## src/rtl/uplink_pkg.sv

```systemverilog
// uplink_pkg: FSM encoding, byte tags and sync marker shared by the uplink framer.
// Defining UPLINK_SYNC_EN adds the SEND_SYNC state.
package uplink_pkg;
  localparam logic [2:0] TAG_LO = 3'b000;
  localparam logic [2:0] TAG_HI = 3'b111;
  localparam logic [7:0] SYNC_BYTE = 8'h5A;
`ifdef UPLINK_SYNC_EN
  typedef enum logic [1:0] {IDLE, SEND_LO, SEND_HI, SEND_SYNC} state_t;
`else
  typedef enum logic [1:0] {IDLE, SEND_LO, SEND_HI} state_t;
`endif
  function automatic logic [7:0] lo_byte(input logic [4:0] s);
    return {TAG_LO, s};
  endfunction
  function automatic logic [7:0] hi_byte(input logic [4:0] s);
    return {TAG_HI, s};
  endfunction
endpackage

```

## src/rtl/sample_fifo.sv

```systemverilog
// sample_fifo: single-clock sample buffer with a registered first word.
// The head word moves into an output register one cycle after it lands in memory.
module sample_fifo #(
  parameter int DEPTH = 16,
  parameter int WIDTH = 10
) (
  input  logic                     clk,
  input  logic                     reset_n,
  input  logic                     push,
  input  logic                     pop,
  input  logic [WIDTH-1:0]         din,
  output logic [WIDTH-1:0]         dout,
  output logic                     valid,
  output logic                     full,
  output logic [$clog2(DEPTH):0]   level
);
  localparam int AW = $clog2(DEPTH);
  logic [WIDTH-1:0] mem [DEPTH];
  logic [AW-1:0] wr_ptr, rd_ptr;
  logic [AW:0] cnt;
  logic wr, ld;
  assign level = cnt + (AW+1)'(valid);
  assign full = level == (AW+1)'(DEPTH);
  // a pop on the same edge frees a slot, so a push into a full buffer is still taken
  assign wr = push && (!full || pop);
  assign ld = (!valid || pop) && cnt != '0;
  always_ff @(posedge clk)
    if (wr) mem[wr_ptr] <= din;
  always_ff @(posedge clk or negedge reset_n)
    if (!reset_n) begin
      wr_ptr <= '0;
      rd_ptr <= '0;
      cnt <= '0;
      valid <= 1'b0;
      dout <= '0;
    end else begin
      if (wr) wr_ptr <= wr_ptr + 1'b1;
      if (ld) begin
        dout <= mem[rd_ptr];
        rd_ptr <= rd_ptr + 1'b1;
      end
      valid <= ld || (valid && !pop);
      cnt <= cnt + (AW+1)'(wr) - (AW+1)'(ld);
    end
endmodule

```

## src/rtl/sample_uplink_framer.sv

```systemverilog
// sample_uplink_framer: buffers 10-bit ADC samples and writes them as LO/HI byte pairs to a JTAG UART over Avalon-MM.
// Defining UPLINK_SYNC_EN inserts a sync byte after every SYNC_PERIOD pairs.
module sample_uplink_framer
  import uplink_pkg::*;
#(
  parameter int FIFO_DEPTH  = 16,
  parameter int SYNC_PERIOD = 24
) (
  input  logic                          clk,
  input  logic                          reset_n,
  input  logic                          enable,
  input  logic [9:0]                    sample_in,
  input  logic                          sample_valid,
  input  logic                          clear_overflow,
  output logic                          avm_chipselect,
  output logic                          avm_address,
  output logic                          avm_write,
  output logic [31:0]                   avm_writedata,
  input  logic                          avm_waitrequest,
  output logic                          overflow,
  output logic [$clog2(FIFO_DEPTH):0]   fifo_level
);
  if (FIFO_DEPTH < 4 || (FIFO_DEPTH & (FIFO_DEPTH - 1)) != 0 || SYNC_PERIOD < 1) begin : g_bad_cfg
    $error("sample_uplink_framer: FIFO_DEPTH must be a power of 2 >= 4 and SYNC_PERIOD >= 1");
  end
  state_t state;
  logic [9:0] f_dout;
  logic f_valid, f_full, pop, drop;
  logic [7:0] byte_q;
  logic [4:0] held;
`ifdef UPLINK_SYNC_EN
  localparam int SW = $clog2(SYNC_PERIOD + 1);
  localparam logic [SW-1:0] SYNC_LAST = SW'(SYNC_PERIOD - 1);
  logic [SW-1:0] sync_cnt;
`endif
  assign avm_chipselect = 1'b1;
  assign avm_address = 1'b0;
  assign avm_writedata = {24'b0, byte_q};
  assign pop = state == IDLE && enable && f_valid;
  assign drop = sample_valid && f_full && !pop;
  sample_fifo #(.DEPTH(FIFO_DEPTH), .WIDTH(10)) u_fifo (
    .clk(clk),
    .reset_n(reset_n),
    .push(sample_valid),
    .pop(pop),
    .din(sample_in),
    .dout(f_dout),
    .valid(f_valid),
    .full(f_full),
    .level(fifo_level)
  );
  always_ff @(posedge clk or negedge reset_n)
    if (!reset_n) begin
      state <= IDLE;
      avm_write <= 1'b0;
      byte_q <= '0;
      held <= '0;
      overflow <= 1'b0;
`ifdef UPLINK_SYNC_EN
      sync_cnt <= '0;
`endif
    end else begin
      overflow <= drop || (overflow && !clear_overflow);
      case (state)
        IDLE: if (pop) begin
          held <= f_dout[9:5];
          byte_q <= lo_byte(f_dout[4:0]);
          avm_write <= 1'b1;
          state <= SEND_LO;
        end
        SEND_LO: if (!avm_waitrequest) begin
          byte_q <= hi_byte(held);
          state <= SEND_HI;
        end
`ifdef UPLINK_SYNC_EN
        SEND_HI: if (!avm_waitrequest) begin
          sync_cnt <= sync_cnt == SYNC_LAST ? '0 : sync_cnt + 1'b1;
          if (sync_cnt == SYNC_LAST) begin
            byte_q <= SYNC_BYTE;
            state <= SEND_SYNC;
          end else begin
            avm_write <= 1'b0;
            state <= IDLE;
          end
        end
        SEND_SYNC: if (!avm_waitrequest) begin
          avm_write <= 1'b0;
          state <= IDLE;
        end
`else
        SEND_HI: if (!avm_waitrequest) begin
          avm_write <= 1'b0;
          state <= IDLE;
        end
`endif
        default: state <= IDLE;
      endcase
    end
endmodule

```

## config.mk

```make
export PLATFORM = sky130hd
export DESIGN_NAME = sample_uplink_framer
export DESIGN_NICKNAME = d
export VERILOG_FILES = /design/src/rtl/uplink_pkg.sv /design/src/rtl/sample_fifo.sv /design/src/rtl/sample_uplink_framer.sv
export SDC_FILE = /design/constraint.sdc
export NUM_CORES = 1
export LEC_CHECK = 0
export ABC_AREA = 1
export BUFFER_PORTS_ARGS = -buffer_cell sky130_fd_sc_hd__buf_2
export CAP_MARGIN = 20
export CORE_MARGIN = 4
export CORE_UTILIZATION = 60
export DETAILED_ROUTE_END_ITERATION = 16
export PLACE_DENSITY_LB_ADDON = 0.2
export SYNTH_ARGS = -nofsm -noshare
export SYNTH_HDL_FRONTEND = slang
export SYNTH_SLANG_ARGS = --single-unit
```

## constraint.sdc

```tcl
create_clock -name clk -period 2.96 [get_ports clk]
set_input_delay 0.148 -clock clk [delete_from_list [all_inputs] [get_ports clk]]
set_output_delay 0.148 -clock clk [all_outputs]
set_load 0.02 [all_outputs]
```

==> results_dict.tcl <==
set metrics [dict create \
    seqPwrFrac_pct 40.1 \
    finClkSkew_ps 8.99 \
    grt_max_degree 83 \
    crit_type "reg2reg" \
    slew_headroom_pct 42.7 \
    slew_violations 0 \
    dr.pass1.iters 7 \
    whs_path_depth 3 \
    rsz0062_at_grt "no" \
    n_fill_cell 1161 \
    post-place-cells 1106 \
    dp_hpwl_um 12700 \
    nets 976 \
    drc 0 \
    clock_latency_ps 430 \
    slowest_delay_ps 400 \
    fin_crit_ps 2640 \
    seqCellArea_um2 5780 \
    combPwrFrac_pct 38.1 \
    crit_chain "ha_1 > ha_1 > xnor2_1 > nand2_1 > nor2_4 > nand3_4 > nand2_4 > inv_1 > ha_1 > fa_1 > a21oi_1 > nor2_1 > nor2_1 > xor2_1" \
    powerDensity_nw_per_um2 946 \
    area_growth_pct 7.37 \
    grt_pass1_vias 5712 \
    fp-row-count 44 \
    cts-root-buf "clkbuf_16" \
    regToRegSetupSlack_ps 320 \
    cp_slowest_cell "dfrtp_1" \
    max_cap_violations 0 \
    wire_per_inst_um 16.8 \
    p_switching_uw 3670 \
    p_int_uw 5630 \
    gp_routability_congestion 0.898 \
    fp.dieH_um 132 \
    post-route-period-util_pct 89.3 \
    syn_avg_cell_area_um2 9.92 \
    pre_cts_ws_ps 303 \
    htreeDepth 4 \
    cts.sinks 199 \
    drive_gt1_share_pct 10.0 \
    multi_input_area_um2 2500 \
    antennaDiodeCount 0 \
    vdd_drop_max_v 0.000533 \
    die-area_um2 17300 \
    drt_first_iter_violations 625 \
    io_pins 57 \
    antenna_found_initial 0 \
    clock_path_buffers 2 \
    crit_path_end_kind "register" \
    utilization_pct 66.7 \
    avgViaCountPerCell 5.27 \
    tritoncts "done" \
    r2r_cells 14 \
    antenna_left 0 \
    synth.distinct_cells 28 \
    swShare_pct 39.5 \
    vias 6012 \
    cp_data_required_time_ps 3320 \
    port-buffer-count 30 \
    critPathMaxFanout 6 \
    clk_pin_slew_worst_paths_ps 70 \
    ys_ff_latch 199 \
    setup_slack_ps 316 \
    max_clock_freq_ghz 0.378 \
    finalWirelength_um 19200 \
    hp-class "in2reg" \
    cts_resized 0 \
    core_area_um2 14800 \
    worstMarginPinSlew_ps 860 \
    grt_overflow 0 \
    p_leak_uw 0.00444 \
    netlist_instances 924 \
    die-width_um 132 \
    cts_buffers 17 \
    grt_pass1_wl_um 30400 \
    finalNonFillerCells 1140 \
    arrival_ps 3000 \
    path_depth 14 \
    start_util_pct 62.1 \
    setup_viol 0 \
    crit_top_cell "ha_1" \
    syn_area_um2 9160 \
    status "complete, no violations" \
    worst-path-buf-inv 1 \
    ys_seq_area_share_pct 63.1 \
    p_clk_share_pct 21.8 \
    grt_usage_pct 22.9 \
    cts_hold_buf 3 \
    setup_tns_ps 0 \
    cp_top_family "adder cells" \
    final-hold-violation-count 0 \
    post_cts_buffers 0 \
    start_kind "register" \
    ys_warn_count 0 \
]
registers in the layout, summed over array words and instances, names as in the netlist, 2 cells and up:
register       count
u_fifo.dout       10
u_fifo.cnt         5
u_fifo.rd_ptr      4
u_fifo.wr_ptr      4
held               5
u_fifo.mem       160
byte_q             6
state              2
synthesized netlist by cell type:
master,n,area [um^2]
buf_12,1,20.0
nand3_1,130,651
xor2_1,11,96.3
nor2_1,12,45.0
nand4_1,1,6.26
nor2_2,18,113
xnor2_1,1,8.76
a21oi_1,2,10.0
buf_6,1,11.3
conb_1,2,7.51
nand3_4,1,17.5
o22ai_1,1,6.26
inv_2,3,11.3
buf_2,19,95.1
clkbuf_1,9,33.8
buf_1,1,3.75
ha_1,15,188
nand2_4,1,11.3
fa_1,1,20.0
a31oi_1,5,31.3
nor2_4,2,22.5
buf_4,34,255
nand2_2,4,25.0
dfrtp_1,39,976
o21ai_0,3,15.0
edfxtp_1,160,4800
inv_1,144,541
nand2_1,303,1140
tightest hold or removal path: cells and delay by family:
| family | cells | cell delay [ps] |
|---|---|---|
| buffers and inverters | 1 | 150 |
| and+or+nand+nor | 2 | 140 |
stage by stage:
stage,total power (uW),area (um^2),hold slack [ps]
after floorplan,6380,9250,-148
after global placement,7210,9300,307
after detailed placement,7300,9300,310
after CTS,9320,9840,29.3
after global routing,9900,9840,46.4
final,9310,9840,36.0
cell usage in the layout, fill, tap and decap left out, drive strengths merged:
master	Yosys	layout
xor2	11	11
xnor2	1	1
clkbuf	9	19
buf	56	39
o22ai	1	1
nand4	1	1
a21oi	2	2
dfrtp	39	39
nor2	32	32
inv	147	149
ha	15	15
nand3	131	131
fa	1	1
nand2	308	308
clkinv	0	7
clkinvlp	0	3
edfxtp	160	160
a31oi	5	5
o21ai	3	3
conb	2	26
dlygate4sd3	0	3
final timing paths:
check / start / endpoint
min: sample_valid / u_fifo.wr_ptr[1]$_DFFE_PN0P_
min in group asynchronous: reset_n / byte_q[4]$_DFFE_PN0P_
min reg2reg: held[3]$_DFFE_PN0P_ / held[3]$_DFFE_PN0P_
max in group asynchronous: reset_n / u_fifo.rd_ptr[0]$_DFFE_PN0P_
max: u_fifo.cnt[0]$_DFF_PN0_ / u_fifo.cnt[4]$_DFF_PN0_
max reg2reg: u_fifo.cnt[0]$_DFF_PN0_ / u_fifo.cnt[4]$_DFF_PN0_
kinds of logic after synthesis:
logic type / Yosys count / share of synthesized area (%)
compound gates: 11 / 0.683
xor+xnor: 12 / 1.15
fa+ha+maj: 16 / 2.27
buf+inv: 212 / 10.6
flops: 199 / 63.1
other cells: 2 / 0.0820
simple gates: 472 / 22.1
layer usage:
layer  global-route usage (%)  part of all wire [%]  up-vias
met5                        0                     0        -
met4                     9.57                   3.0        0
met3                     4.09                   7.0       42
met2                     37.7                    49      267
met1                     30.4                    41     2784
li1                         -                     -     2919
final cells by class:
type                    count  area share [%]
clock buffers              19            4.40
clock inverters            12           0.814
inverters                 147            5.61
multi-input cells         537            25.4
flip-flops and latches    199            58.8
well taps                 184            2.34
repair buffers             42            2.65
power groups by stage:
stage | Clock [uW] | Combinational [uW] | Sequential [uW]
final | 2030 | 3540 | 3730
after global routing | 2180 | 3940 | 3780
after CTS | 2060 | 3530 | 3730
after detailed placement | 0 | 3510 | 3790
after global placement | 0 | 3440 | 3770
after floorplan | 0 | 2610 | 3770
(Power assumes the default switching activity.)
